$ cat src/rtl/jtoutrun_rdrom_slot.sv
// Two-port road ROM responder: one-word cache per port, round-robin miss arbitration onto a single SDRAM read channel.
// Optional watchdog on stalled SDRAM reads: define JTOUTRUN_RDROM_WDOG_EN.

module jtoutrun_rdrom_entry #(
  parameter int AW = 14
) (
  input  logic          clk,
  input  logic          rst_n,
  input  logic          cs_i,
  input  logic [AW-1:0] addr_i,
  input  logic          wr_en_i,
  input  logic [AW-1:0] wr_tag_i,
  input  logic [15:0]   wr_data_i,
  output logic          hit_o,
  output logic [15:0]   dout_o
);
  logic [AW-1:0] tag_q;
  logic [15:0]   data_q;
  logic          valid_q;

  always_ff @(posedge clk or negedge rst_n) begin
    if (!rst_n) begin
      tag_q   <= '0;
      data_q  <= '0;
      valid_q <= 1'b0;
    end else if (wr_en_i) begin
      tag_q   <= wr_tag_i;
      data_q  <= wr_data_i;
      valid_q <= 1'b1;
    end
  end

  assign hit_o  = cs_i & valid_q & (addr_i == tag_q);
  assign dout_o = data_q;
endmodule

module jtoutrun_rdrom_slot #(
  parameter int          AW      = 14,
  parameter logic [21:0] OFFSET0 = 22'h0,
  parameter logic [21:0] OFFSET1 = 22'h4000
) (
  input  logic          clk,
  input  logic          rst_n,
  input  logic          slot0_cs,
  input  logic [AW-1:0] slot0_addr,
  output logic [15:0]   slot0_dout,
  output logic          slot0_ok,
  input  logic          slot1_cs,
  input  logic [AW-1:0] slot1_addr,
  output logic [15:0]   slot1_dout,
  output logic          slot1_ok,
  output logic          sdram_req,
  output logic [21:0]   sdram_addr,
  input  logic          sdram_ack,
  input  logic          sdram_dst,
  input  logic [15:0]   data_read
`ifdef JTOUTRUN_RDROM_WDOG_EN
  ,output logic         wdog_err
`endif
);
  localparam int NP = 2;

  typedef enum logic [1:0] {IDLE, REQ, WAIT} state_t;

  logic [NP-1:0]         cs, hit, miss, wr_en;
  logic [NP-1:0][AW-1:0] addr;
  logic [NP-1:0][15:0]   dout;
  logic [NP-1:0][21:0]   offs;

  state_t        state_q;
  logic          port_q, last_q, req_q;
  logic [AW-1:0] req_addr_q;
  logic [21:0]   saddr_q;

  logic          sel, done, timeout;
  logic [15:0]   wr_data;

  assign cs   = {slot1_cs, slot0_cs};
  assign addr = {slot1_addr, slot0_addr};
  assign offs = {OFFSET1, OFFSET0};

  for (genvar g = 0; g < NP; g++) begin : g_ent
    jtoutrun_rdrom_entry #(.AW(AW)) u_ent (
      .clk       (clk),
      .rst_n     (rst_n),
      .cs_i      (cs[g]),
      .addr_i    (addr[g]),
      .wr_en_i   (wr_en[g]),
      .wr_tag_i  (req_addr_q),
      .wr_data_i (wr_data),
      .hit_o     (hit[g]),
      .dout_o    (dout[g])
    );
  end

  assign miss = cs & ~hit;

  // Contention goes to the port that was not served last.
  always_comb begin
    sel = miss[1];
    if (&miss) sel = ~last_q;
  end

  always_comb begin
    done = 1'b0;
    case (state_q)
      REQ:     done = sdram_ack & sdram_dst;
      WAIT:    done = sdram_dst;
      default: done = 1'b0;
    endcase
    wr_en   = (done | timeout) ? (NP'(1) << port_q) : '0;
    wr_data = timeout ? 16'h0000 : data_read;
  end

`ifdef JTOUTRUN_RDROM_WDOG_EN
  logic [7:0] wdog_q;
  logic       werr_q;

  assign timeout  = (state_q != IDLE) && (wdog_q == 8'hFF) && !done;
  assign wdog_err = werr_q;

  // Held at zero in IDLE, so every entry to REQ starts a fresh count.
  always_ff @(posedge clk or negedge rst_n) begin
    if (!rst_n) begin
      wdog_q <= '0;
      werr_q <= 1'b0;
    end else begin
      if (state_q == IDLE)      wdog_q <= '0;
      else if (wdog_q != 8'hFF) wdog_q <= wdog_q + 8'd1;
      if (timeout)              werr_q <= 1'b1;
    end
  end
`else
  assign timeout = 1'b0;
`endif

  always_ff @(posedge clk or negedge rst_n) begin
    if (!rst_n) begin
      state_q    <= IDLE;
      port_q     <= 1'b0;
      last_q     <= 1'b1;
      req_q      <= 1'b0;
      req_addr_q <= '0;
      saddr_q    <= '0;
    end else begin
      case (state_q)
        IDLE: if (|miss) begin
          port_q     <= sel;
          req_addr_q <= addr[sel];
          saddr_q    <= offs[sel] + 22'(addr[sel]);
          req_q      <= 1'b1;
          state_q    <= REQ;
        end
        REQ, WAIT: begin
          if (done || timeout) begin
            req_q   <= 1'b0;
            last_q  <= port_q;
            state_q <= IDLE;
          end else if (state_q == REQ && sdram_ack) begin
            req_q   <= 1'b0;
            state_q <= WAIT;
          end
        end
        default: state_q <= IDLE;
      endcase
    end
  end

  assign slot0_ok   = hit[0];
  assign slot1_ok   = hit[1];
  assign slot0_dout = dout[0];
  assign slot1_dout = dout[1];
  assign sdram_req  = req_q;
  assign sdram_addr = saddr_q;
endmodule

$ cat config.mk
export PLATFORM = sky130hd
export DESIGN_NAME = jtoutrun_rdrom_slot
export DESIGN_NICKNAME = d
export VERILOG_FILES = /design/src/rtl/jtoutrun_rdrom_slot.sv
export SDC_FILE = /design/constraint.sdc
export NUM_CORES = 1
export LEC_CHECK = 0
export BUFFER_PORTS_ARGS = -buffer_cell sky130_fd_sc_hd__clkbuf_2
export CORE_ASPECT_RATIO = 0.9
export CORE_MARGIN = 2
export CORE_UTILIZATION = 25
export CTS_CLUSTER_DIAMETER = 30
export CTS_CLUSTER_SIZE = 12
export DETAILED_ROUTE_END_ITERATION = 10
export SYNTH_ARGS = -nofsm -noshare
export SYNTH_HDL_FRONTEND = slang
export SYNTH_SLANG_ARGS = --single-unit
$ cat constraint.sdc
create_clock -name clk -period 6.1 [get_ports clk]
set_clock_uncertainty 0.2 [all_clocks]
set_input_delay 0.305 -clock clk [delete_from_list [all_inputs] [get_ports clk]]
set_output_delay 0.305 -clock clk [all_outputs]
set_load 0.05 [all_outputs]
==> flow_results.org <==
** Hold path
- Along the worst hold path, the cell count comes to 2.
- The path with the worst hold slack has its endpoint at g_ent[0].u_ent.dout_o[7].
- The worst hold path belongs to the class primary input to flop.
- The worst hold path begins at data_read[7].

** STA
- Setup repair after global routing missed its margin :: false
- Based on the critical path, the design can be clocked at up to 0.2887 GHz.
- Slew Limit Headroom :: 24.52%
- The final count of pins violating max slew was 0.
- Setup violations remaining at the end of the flow were counted as 0.
- In the finished design, the share of the clock period the worst path needs comes to 56.77%.
- The final count of hold timing violations is 0.
- Transition at the pin with the smallest max-transition slack :: 1129 ps
- Adding up every negative setup slack in the final design gives 0 ps.
- The routed design could run at a clock period as short as 3463 ps.

** Drt
- Detailed routing placed a total of 4031 µm of wire on met2.
- Summing over every cut layer, the via total after detailed routing is 2517.
- After detailed routing, the met3 layer carries 756 µm of wire.
- The detailed router used layers up to and including met5.
- Once detail routing completed, the nets flagged for antenna violations numbered 0.
- WL per Instance :: 15.49 µm
- DRC viols :: 0
- Wirelength, routed :: 9014 µm
- After the first detailed-routing iteration, the DRC count stood at 84.
- Via density per instance :: 4.325
- The detailed router put a total of 4042 µm of wire on met1.
- Drt first pass iters :: 4

** Floorplan
- In this run the horizontal extent of the chip is 134.5 µm.
- Initial cell density of the core :: 25.77%
- Number of top-level design ports :: 107
- Num rows :: 42
- Die area :: 0.01634 mm²
- Die boundary height :: 121.5 µm
- The floorplan step defined a core boundary enclosing 0.01487 mm².

** Pwr
- Comb pwr share :: 48.7%
- Registers are responsible for 33.5% of the overall power.
- Net switching is 45.26% of the power.
- Peak supply drop :: 0.2999 mV
- Internal power comes to 1.610 mW.
- For this design the ratio of total power to cell area is 599.5 mW/mm².
- Relative contribution of the clock network to total power :: 17.9%
- Leakage power :: 2.287 nW
- Summed over all nets, the switching power comes to 1.331 mW.
- The design draws 2.941 mW.

** Worst setup path
- In this run the critical register-to-register path is captured at req_addr_q[3].
- Critical-path cell list :: xor2_1 -> or4_1 -> or4_4 -> a2bb2oi_2 -> nand2b_1 -> mux2_2
- The worst register-to-register path has a setup slack of 2640 ps.
- Startpoint-to-endpoint class of the critical path :: flop to flop
- Crit path max fanout :: 15
- Endpoint required time on the critical path :: 6130 ps
- Startpoint of the lowest-slack register-to-register path :: g_ent[1].u_ent.tag_q[6]
- The slowest stage of the critical path belongs to the cell sky130_fd_sc_hd__nand2b_1.
- Max incr delay on CP :: 840 ps
- Type of element capturing the critical path :: flop
- Critical path launch point :: g_ent[1].u_ent.tag_q[6]
- Measured in cells, the most critical reg-to-reg path has a length of 6.
- STA classifies the critical path startpoint as a flop.
- Critical Path AT :: 3490 ps

** Logic synthesis
- Counting flops with an async set or reset pin after synthesis yields a share of 100.0%.
- During synthesis, Yosys emitted a total of 0 warnings.
- In the post-synthesis netlist, the biggest area contributors are sky130_fd_sc_hd__dfrtp_1, sky130_fd_sc_hd__mux2_2, sky130_fd_sc_hd__mux2_4, sky130_fd_sc_hd__xnor2_1, sky130_fd_sc_hd__xor2_1.
- Fraction of post-synthesis cell area in the top cell type by area :: 52.24%
- The most common cell in the synthesized netlist is sky130_fd_sc_hd__dfrtp_1.
- In the synthesized netlist the dominant register cell turns out to be sky130_fd_sc_hd__dfrtp_1.
- Synthesis produced a netlist whose cell count is 266.
- Each instance of the synthesized netlist takes up on average 14.41 µm².
- Of the synthesized area, sequential elements account for 52.92%.
- Area leader, netlist :: sky130_fd_sc_hd__dfrtp_1
- In this run, synthesis inferred 0 flip-flops with an integrated enable.
- Synth Cell Area :: 0.003832 mm²
- After synthesis the netlist holds a flip-flop and latch count of 81.
- Count of different cell masters after synthesis :: 34
- In the synthesized netlist, the cells that appear most often are sky130_fd_sc_hd__dfrtp_1, sky130_fd_sc_hd__mux2_2, sky130_fd_sc_hd__xnor2_1.

** Run status
- The run finished with clean final reports.

** Global routing
- After global routing the overflow that remains totals 0.
- The via count of the first global-routing pass is 2739.
- First-pass GRT wire length :: 14720 µm
- The number of antenna violations at the first check in global routing was 4.
- Entering global routing, the biggest net connects 82 pins.
- Across every metal layer, demand over resource in global routing totals 12.05%.

** Clock tree
- Clock Pin Slew Worst Setup and Hold Paths :: 70 ps
- Clk_lat worst skew :: 350 ps
- Counting the buffers created by CTS gives 9.
- TritonCTS built the clock tree.
- TritonCTS Sinks :: 81
- Once the clock tree was built, the setup fixing pass inserted 0 buffers.
- CTS Root Buffer Type :: sky130_fd_sc_hd__clkbuf_16
- Clk buf depth :: 2
- CTS H-Tree Depth :: 3

** Layout
- From synthesis to final layout, the design area changed by 28.01%.
- Summing all multi-input logic gate instances after layout gives 0.001694 mm².
- The final layout contains 432 nets.
- Share of post-route cells with drive strength above 1 :: 56.02%
- Final standard cell count with taps included and fillers excluded :: 582
- FILL cells :: 1485
- Summing all flip-flop and latch instances after layout gives 0.002028 mm².

** Run
- The tool flagged a number of max-cap violations equal to 0.

** Placed design
- Placed Instances :: 552
- The count of buffers added on input and output ports is 99.
- The congestion estimate from routability-driven global placement came to 0.7850.
- Half-perimeter wire length after detailed placement :: 6402 µm
[flip-flops by register name, indices dropped and copies added, names as in the netlist]
register / cells
g_ent.u_ent.valid_q: 2
req_addr_q: 13
sdram_addr: 2
state_q: 2
g_ent.u_ent.tag_q: 28
last_q: 1
g_ent.u_ent.dout_o: 32
sdram_req: 1
[power groups by stage]
stage               clock [mW]  sequential, mW  combinational [mW]
global placement             0           0.980                1.42
floorplan                    0            1.50               0.599
CTS                      0.543           0.990                1.45
detailed placement           0           0.997                1.44
finish                   0.525           0.985                1.43
global route             0.569            1.03                1.52
[worst max-delay path: cells and delay by family (launching register included)]
family	cells	cell delay (ps)
and+or+nand+nor	3	1920
AOI/OAI and AO/OA	1	240
xor gates and xnor gates	1	180
muxes	1	420
DFF	1	390
[per-stage QoR]
| step | area [µm²] | worst slack [ps] | util, % | hold slack, ps |
|---|---|---|---|---|
| 2_1_floorplan | 3855 | 2924 | - | -190.6 |
| 3_3_place_gp | 4491 | 2698 | 30.20 | 251.5 |
| 3_5_place_dp | 4491 | 2627 | 30.20 | 257.7 |
| 4_1_cts | 4901 | 2661 | 32.95 | 0.1039 |
| 5_1_grt | 4901 | 2525 | 32.95 | 2.740 |
| 6_report | 4906 | 2637 | 32.99 | 13.80 |
[how the worst max path moves through the flow]
stage,endpoint,depth (start not counted)
final,req_addr_q[3],6
after global routing,req_addr_q[0],6
after CTS,req_addr_q[3],6
after detailed placement,req_addr_q[3],7
after global placement,req_addr_q[4],7
after floorplan,req_addr_q[10],7
[final cells by class]
| cell class | instances | share of cell area, % |
|---|---|---|
| timing repair buffer | 111 | 12.60 |
| inverter | 6 | 0.4591 |
| clock inverter | 5 | 0.7651 |
| clock buffer | 11 | 5.152 |
| antenna | 2 | 0.1020 |
| tap | 198 | 5.050 |
| sequential | 81 | 41.34 |
| multi-input combinational | 168 | 34.53 |
[cells by family (layout without fill, tap and decap cells)]
logic type	count (synthesis)	count (layout)	share of synthesized area, %
mux	90	90	28.18
flops	81	81	52.92
simple gates	30	30	5.060
xor+xnor	28	28	6.399
buf+inv	23	133	3.852
compound gates	8	8	1.861
fa+ha+maj	5	5	1.632
other cells	1	9	0.09785
[cells in the final DEF, fill, tap and decap left out, types with 3 or more instances in the layout]
cell type                       count
sky130_fd_sc_hd__ha_1               5
sky130_fd_sc_hd__clkbuf_2          98
sky130_fd_sc_hd__nor4_1             3
sky130_fd_sc_hd__xor2_1             9
sky130_fd_sc_hd__nand4_1            4
sky130_fd_sc_hd__mux2_4            18
sky130_fd_sc_hd__xnor2_1           19
sky130_fd_sc_hd__dfrtp_1           80
sky130_fd_sc_hd__clkbuf_16          9
sky130_fd_sc_hd__nand3_1            4
sky130_fd_sc_hd__conb_1             7
sky130_fd_sc_hd__mux2_2            71
sky130_fd_sc_hd__inv_1              6
sky130_fd_sc_hd__nand2_1            6
sky130_fd_sc_hd__dlygate4sd3_1     12
[repair_timing]
item                                   CTS  global route
resized for setup                        0             0
hold buffers                            12             0
endpoints found under the hold margin   21             0
[routing by layer]
metal | global-route usage, % | vias to the layer above
met5 | 0 | -
met4 | 4.276 | 2
met3 | 5.472 | 17
met2 | 18.75 | 86
met1 | 14.73 | 1264
li1 | - | 1148
No activity file was read; power rests on OpenSTA's default activity.
